--- src/rtl/duck_hunt_pkg.sv ---
// Shared screen geometry, palette and bird FSM encoding for the duck hunt datapath.
package duck_hunt_pkg;

  localparam int unsigned SCREEN_W = 160;
  localparam int unsigned SCREEN_H = 120;
  localparam int unsigned X_W      = 8;
  localparam int unsigned Y_W      = 7;
  localparam int unsigned COL_W    = 3;
  localparam int unsigned SCAN_W   = 3;  // sprite dimensions up to 8 pixels

  localparam logic [COL_W-1:0] COL_BLACK  = 3'b000;
  localparam logic [COL_W-1:0] COL_YELLOW = 3'b110;

  typedef enum logic [2:0] {
    ST_IDLE   = 3'd0,
    ST_ERASE  = 3'd1,
    ST_UPDATE = 3'd2,
    ST_DRAW   = 3'd3,
    ST_KILL   = 3'd4
  } bird_state_e;

  typedef struct packed {
    logic [X_W-1:0] x;
    logic [Y_W-1:0] y;
  } pos_t;

  typedef struct packed {
    logic dy_neg;
    logic dx_neg;
  } dir_t;

  // States that emit one sprite pixel per cycle.
  function automatic logic is_scan(bird_state_e s);
    return (s == ST_ERASE) || (s == ST_KILL) || (s == ST_DRAW);
  endfunction

endpackage

--- src/rtl/sprite_scanner.sv ---
// Row-major pixel offset counter over a w x h sprite; last flags the final offset.
module sprite_scanner
  import duck_hunt_pkg::*;
(
  input  logic              clock,
  input  logic              resetn,
  input  logic              start,
  input  logic [SCAN_W:0]   w,
  input  logic [SCAN_W:0]   h,
  output logic [SCAN_W-1:0] cx,
  output logic [SCAN_W-1:0] cy,
  output logic              last
);

  logic [SCAN_W-1:0] cx_q, cx_d;
  logic [SCAN_W-1:0] cy_q, cy_d;
  logic [SCAN_W-1:0] w_last, h_last;
  logic              last_q, last_d;

  assign w_last = SCAN_W'(w - (SCAN_W+1)'(1));
  assign h_last = SCAN_W'(h - (SCAN_W+1)'(1));

  always_comb begin
    cx_d = cx_q;
    cy_d = cy_q;
    if (start) begin
      cx_d = '0;
      cy_d = '0;
    end else if (cx_q == w_last) begin
      cx_d = '0;
      cy_d = (cy_q == h_last) ? '0 : cy_q + SCAN_W'(1);
    end else begin
      cx_d = cx_q + SCAN_W'(1);
    end
    last_d = (cx_d == w_last) && (cy_d == h_last);
  end

  always_ff @(posedge clock or negedge resetn) begin
    if (!resetn) begin
      cx_q   <= '0;
      cy_q   <= '0;
      last_q <= 1'b0;
    end else begin
      cx_q   <= cx_d;
      cy_q   <= cy_d;
      last_q <= last_d;
    end
  end

  assign cx   = cx_q;
  assign cy   = cy_q;
  assign last = last_q;

endmodule

--- src/rtl/bird_renderer.sv ---
// Single bird sprite: per-frame erase/step/redraw pixel stream towards vga_adapter,
// with spawn, shot removal and dropped-tick reporting.
module bird_renderer
  import duck_hunt_pkg::*;
#(
  parameter int unsigned      BIRD_W   = 4,
  parameter int unsigned      BIRD_H   = 4,
  parameter logic [COL_W-1:0] BIRD_COL = COL_YELLOW,
  parameter logic [COL_W-1:0] BG_COL   = COL_BLACK
) (
  input  logic             clock,
  input  logic             resetn,
  input  logic             frame_tick,
  input  logic             spawn,
  input  logic [X_W-1:0]   spawn_x,
  input  logic [Y_W-1:0]   spawn_y,
  input  logic [1:0]       spawn_dir,
  input  logic             hit,
  output logic [X_W-1:0]   x_out,
  output logic [Y_W-1:0]   y_out,
  output logic [COL_W-1:0] colour,
  output logic             plot,
  output logic             alive,
  output logic             busy,
  output logic             overrun
);

  localparam logic [X_W-1:0]    XMAX    = X_W'(SCREEN_W - BIRD_W);
  localparam logic [Y_W-1:0]    YMAX    = Y_W'(SCREEN_H - BIRD_H);
  localparam logic [SCAN_W-1:0] ROW_END = SCAN_W'(BIRD_W - 1);

  bird_state_e       state_q, state_d;
  pos_t              pos_q, pos_d;
  dir_t              dir_q, dir_d;
  logic              alive_q, alive_d;
  logic              hit_pend_q, hit_pend_d;
  logic              tick_pend_q, tick_pend_d;
  logic [X_W-1:0]    x_q, x_d;
  logic [Y_W-1:0]    y_q, y_d;
  logic [COL_W-1:0]  col_q, col_d;
  logic              plot_q, plot_d;
  logic              busy_q, busy_d;
  logic              ovr_q, ovr_d;
  logic              scan_start, tick_taken, hit_now, scanning_d;
  logic [SCAN_W-1:0] cx, cy;
  logic              scan_last;

  sprite_scanner u_scan (
    .clock  (clock),
    .resetn (resetn),
    .start  (scan_start),
    .w      ((SCAN_W+1)'(BIRD_W)),
    .h      ((SCAN_W+1)'(BIRD_H)),
    .cx     (cx),
    .cy     (cy),
    .last   (scan_last)
  );

  // Next state, bird position/direction and pending-event flags.
  always_comb begin
    state_d     = state_q;
    pos_d       = pos_q;
    dir_d       = dir_q;
    alive_d     = alive_q;
    hit_now     = hit_pend_q | (hit & alive_q);
    hit_pend_d  = hit_now;
    tick_pend_d = tick_pend_q;
    ovr_d       = 1'b0;
    scan_start  = 1'b0;
    tick_taken  = 1'b0;

    case (state_q)
      ST_IDLE: begin
        if (hit_now && alive_q) begin
          state_d    = ST_KILL;
          scan_start = 1'b1;
        end else if (spawn && !alive_q) begin
          pos_d.x    = (spawn_x > XMAX) ? XMAX : spawn_x;
          pos_d.y    = (spawn_y > YMAX) ? YMAX : spawn_y;
          dir_d      = dir_t'(spawn_dir);
          alive_d    = 1'b1;
          state_d    = ST_DRAW;
          scan_start = 1'b1;
        end else if ((frame_tick || tick_pend_q) && alive_q) begin
          state_d    = ST_ERASE;
          scan_start = 1'b1;
          tick_taken = 1'b1;
        end
      end
      ST_ERASE: begin
        if (scan_last) begin
          if (hit_now) begin
            alive_d    = 1'b0;
            hit_pend_d = 1'b0;
            state_d    = ST_IDLE;
          end else begin
            state_d = ST_UPDATE;
          end
        end
      end
      ST_UPDATE: begin
        // Bounce: at a wall the direction flips and the step goes the new way.
        if (dir_q.dx_neg) begin
          if (pos_q.x == '0) begin
            dir_d.dx_neg = 1'b0;
            pos_d.x      = pos_q.x + X_W'(1);
          end else begin
            pos_d.x = pos_q.x - X_W'(1);
          end
        end else if (pos_q.x == XMAX) begin
          dir_d.dx_neg = 1'b1;
          pos_d.x      = pos_q.x - X_W'(1);
        end else begin
          pos_d.x = pos_q.x + X_W'(1);
        end
        if (dir_q.dy_neg) begin
          if (pos_q.y == '0) begin
            dir_d.dy_neg = 1'b0;
            pos_d.y      = pos_q.y + Y_W'(1);
          end else begin
            pos_d.y = pos_q.y - Y_W'(1);
          end
        end else if (pos_q.y == YMAX) begin
          dir_d.dy_neg = 1'b1;
          pos_d.y      = pos_q.y - Y_W'(1);
        end else begin
          pos_d.y = pos_q.y + Y_W'(1);
        end
        state_d    = ST_DRAW;
        scan_start = 1'b1;
      end
      ST_DRAW: begin
        if (scan_last) state_d = ST_IDLE;
      end
      ST_KILL: begin
        if (scan_last) begin
          alive_d    = 1'b0;
          hit_pend_d = 1'b0;
          state_d    = ST_IDLE;
        end
      end
      default: state_d = ST_IDLE;
    endcase

    // One tick may wait behind the current pass; a further one is dropped.
    if (tick_taken) begin
      tick_pend_d = frame_tick && tick_pend_q;
    end else if (frame_tick && alive_q) begin
      if (tick_pend_q) ovr_d = 1'b1;
      else             tick_pend_d = 1'b1;
    end
    if (!alive_d) tick_pend_d = 1'b0;
  end

  // Next pixel: sprite origin on scan entry, then row-major walk over the sprite.
  always_comb begin
    scanning_d = is_scan(state_d);
    plot_d     = scanning_d;
    busy_d     = (state_d != ST_IDLE);
    x_d        = '0;
    y_d        = '0;
    col_d      = '0;
    if (scan_start) begin
      x_d = pos_d.x;
      y_d = pos_d.y;
    end else if (scanning_d) begin
      if (cx == ROW_END) begin
        x_d = pos_q.x;
        y_d = pos_q.y + Y_W'(cy) + Y_W'(1);
      end else begin
        x_d = pos_q.x + X_W'(cx) + X_W'(1);
        y_d = pos_q.y + Y_W'(cy);
      end
    end
    if (scanning_d) col_d = (state_d == ST_DRAW) ? BIRD_COL : BG_COL;
  end

  always_ff @(posedge clock or negedge resetn) begin
    if (!resetn) begin
      state_q     <= ST_IDLE;
      pos_q       <= '0;
      dir_q       <= '0;
      alive_q     <= 1'b0;
      hit_pend_q  <= 1'b0;
      tick_pend_q <= 1'b0;
      x_q         <= '0;
      y_q         <= '0;
      col_q       <= '0;
      plot_q      <= 1'b0;
      busy_q      <= 1'b0;
      ovr_q       <= 1'b0;
    end else begin
      state_q     <= state_d;
      pos_q       <= pos_d;
      dir_q       <= dir_d;
      alive_q     <= alive_d;
      hit_pend_q  <= hit_pend_d;
      tick_pend_q <= tick_pend_d;
      x_q         <= x_d;
      y_q         <= y_d;
      col_q       <= col_d;
      plot_q      <= plot_d;
      busy_q      <= busy_d;
      ovr_q       <= ovr_d;
    end
  end

  assign x_out   = x_q;
  assign y_out   = y_q;
  assign colour  = col_q;
  assign plot    = plot_q;
  assign alive   = alive_q;
  assign busy    = busy_q;
  assign overrun = ovr_q;

endmodule

--- config.mk ---
export PLATFORM = sky130hd
export DESIGN_NAME = bird_renderer
export DESIGN_NICKNAME = d
export VERILOG_FILES = /design/src/rtl/duck_hunt_pkg.sv /design/src/rtl/sprite_scanner.sv /design/src/rtl/bird_renderer.sv
export SDC_FILE = /design/constraint.sdc
export NUM_CORES = 1
export LEC_CHECK = 0
export BUFFER_PORTS_ARGS = -buffer_cell sky130_fd_sc_hd__buf_4
export CORE_AREA = 5 5 122 124
export DETAILED_ROUTE_END_ITERATION = 12
export DIE_AREA = 0 0 127 129
export SLEW_MARGIN = 20
export SYNTH_ARGS = -nofsm -noshare
export SYNTH_HDL_FRONTEND = slang
export SYNTH_SLANG_ARGS = --single-unit
--- constraint.sdc ---
create_clock -name clock -period 7.3 [get_ports clock]
set_clock_uncertainty 0.15 [all_clocks]
set_input_delay 1.46 -clock clock [delete_from_list [all_inputs] [get_ports clock]]
set_output_delay 1.46 -clock clock [all_outputs]
set_load 0.05 [all_outputs]
==> flow_summary.toml <==
[critical_path]
timing.rr.start = "pos_q[8]$_DFF_PN0_"
crit_path_start_kind = "input port"
worst-path-buf-inv = 1
worst_ep_arrival_time_ps = 3020
cp_max_fo = 11
crit_type = "in2reg"
r2r_slack_ps = 4480
setup.worst_path.end = "x_out[5]$_DFF_PN0_"
required_ps = 7300
crit_start = "hit"
path_depth = 7
path_cells = "buf_4, nor4b_1, a211o_1, a31oi_1, nor2b_1, o21ai_0, o211ai_1"
reg2reg_depth = 8
crit_path_top_delay_cell = "a211o_1"
cp_top_family = "compound AO/OA/AOI/OAI gates"
critPathMaxStageDelay_ps = 500
reg2reg_to = "x_out[2]$_DFF_PN0_"
end_kind = "flip-flop"

[timing]
worstMarginPinSlew_ps = 859.0
finalWorstPathRequiredPeriod_ps = 3014
slew_violations = 0
setup_tns_ps = 0
fmax_ghz = 0.3318
slew_headroom_pct = 42.62
final_hold_viol_count = 0
period_share_pct = 41.28
setup_viol = 0
grt_setup_unrepaired = "false"

[synth]
postSynthAreaPerCell_um2 = 8.508
synth_top_area_share_pct = 33.91
yosys_warnings = 0
synthTopCellsByArea = "dfrtp_1, ha_1, a21oi_1, o21ai_0, nand2_1"
synth_top_cell_by_area = "dfrtp_1"
synth_enable_flop_cells = 0
synthCells = 425
syn-num-nets = 463
synthFlopType = "dfrtp_1"
synth_cell_types = 76
ys_ff_latch = 49
synth_area_um2 = 3616
synthArstFlopShare_pct = 100.0
synth-seq-area-share_pct = 33.91

[floorplanning]
die_area_um2 = 16380
core-area_um2 = 13670
pin_count = 44
std_cell_rows = 43
die_x_um = 127
dieHeight_um = 129
initial_core_util_pct = 26.46

[place]
place.gp.congestion = 0.8409
io_buffers = 42
dpl.hpwl_mm = 7.601

[cells_and_area]
syn_to_final_growth_pct = 16.40
nets = 485
layout-drive-gt1-share_pct = 16.74
final_common_cell = "dfrtp_1"
fillers = 1449
seqCellArea_um2 = 1226
multiInputGateArea_um2 = 2205
layout_common_cells = "dfrtp_1, buf_4, nor2_1, nand2_1, a21oi_1"
antenna_cells = 0

[clock_tree]
postCtsSetupBuffers = 0
cts_tree = "built"
cts_resized = 0
cts_sinks = 49
clockBufferDepth = 2
cts_hold_buf = 0
cts.clk_slew.worst_paths_ps = 70
clk_latency_ps = 290
cts_made_buffers = 5
htreeDepth = 2
cts-root-buf = "clkbuf_16"

[detailed_routing]
remaining_drc_errors = 0
vias = 3359
top_layer = "met4"
via_per_inst = 5.349
route.met3.wl_um = 512
dr.pass1.iters = 5
ant_nets = 0
drt_wl_total_mm = 10.50
route.met2.wl_mm = 5.042
wl_per_cell_um = 16.72
first_iter_violations = 229
wirelength_met1_mm = 4.754

[global_route]
grt_pass1_vias = 3278
grt_overflow_total = 0
antenna_found_initial = 0
grt_max_degree = 50
grt_pass1_wl_mm = 16.93
grt_usage_pct = 12.78

[run]
drv_cap = 0

[power_and_ir_drop]
p_leak_uw = 0.001692
irDropWorstVdd_uv = 115.7
p_per_area_nw_per_um2 = 467.4
finalPower_uw = 1967

[worst_hold_path]
hp-class = "reg2reg"

[outcome]
status = "complete, no violations"
==> worst min-delay path by stage <==
stage	start	to	slack, ps	cells past startpoint
floorplan	u_scan.cx[0]$_DFF_PN0_	u_scan.cx[0]$_DFF_PN0_	320	1
finish	u_scan.cx[0]$_DFF_PN0_	u_scan.cx[0]$_DFF_PN0_	390	1
global placement	u_scan.cx[0]$_DFF_PN0_	u_scan.cx[0]$_DFF_PN0_	370	1
global route	u_scan.cx[0]$_DFF_PN0_	u_scan.cx[0]$_DFF_PN0_	420	1
CTS	u_scan.cx[0]$_DFF_PN0_	u_scan.cx[0]$_DFF_PN0_	390	1
detailed placement	u_scan.cx[0]$_DFF_PN0_	u_scan.cx[0]$_DFF_PN0_	380	1
==> worst register-to-register path, stage by stage, from the launching register on <==
cell and delay [ps]:
dfrtp_1 450, inv_1 160, ha_1 300, or4b_4 540, o31ai_2 250, mux2_2 360
o211ai_1 190, o211ai_2 140, o2bb2ai_1 140
==> routing by layer <==
layer	global-route usage, %	vias up
met5	0	-
met4	5.047	0
met3	1.951	15
met2	20.86	110
met1	17.05	1647
li1	-	1587
==> registers in the layout, summed over array words and instances (netlist names) <==
| signal | count |
|---|---|
| plot | 1 |
| overrun | 1 |
| y_out | 7 |
| u_scan.cy | 3 |
| u_scan.cx | 3 |
| colour | 1 |
| alive | 1 |
| u_scan.last | 1 |
| hit_pend_q | 1 |
| busy | 1 |
| x_out | 8 |
| dir_q | 2 |
| pos_q | 15 |
| tick_pend_q | 1 |
| state_q | 3 |
==> through the flow <==
stage                     util [%]  instances  hold WS, ps  setup WS, ps  area, um2
after global routing         30.80        628        416.3          4171       4209
after floorplan                  -        425        316.3          4437       3616
after global placement       29.67        620        373.4          4038       4055
final                        30.80        628        389.6          4286       4209
after CTS                    30.80        628        387.6          4295       4209
after detailed placement     29.72        620        376.1          3987       4061
==> synth_stat cells, drive strengths merged, types with 2 or more instances <==
master    n
nor3b     9
fa        2
nor2b    10
clkbuf   25
o221ai    3
a21o      3
o21ai    29
nor4b     2
o31ai     2
dfrtp    49
a21oi    30
and3b     2
nand3    15
o211ai    6
or2       4
a22oi     5
nor3     12
nor2     35
ha       14
o22ai     9
a21boi    2
a22o      2
inv      14
a32o      2
nand4     5
a221o     2
mux2      2
xor2      8
a211oi    3
nand4b    3
o2bb2ai   5
a31oi     6
and2      2
a32oi     2
buf       7
nand3b    2
nand2    34
and3      8
o31a      2
xnor2    12
nand2b    8
mux2i     6
a41oi     2
o311ai    2
==> cell type report <==
class / count / area share (%)
repair buffers: 47 / 8.383
flip-flops and latches: 49 / 29.13
inverters: 14 / 1.249
clock buffers: 5 / 2.973
multi-input cells: 330 / 52.38
well taps: 180 / 5.351
clock inverters: 3 / 0.5351
==> report_power, final <==
group	total, uW	internal [uW]	switching, uW
registers	553	383	170
clock network	232	127	105
logic	1180	469	713
==> kinds of logic after synthesis <==
kind of cell | share of synthesized area [%]
mux | 2.284
xor+xnor | 5.052
compound gates | 24.50
simple gates | 22.91
fa+ha+maj | 5.952
flops | 33.91
other cells | 0.1037
buf+inv | 5.294
Note: power is estimated with default switching activity, not from simulation.
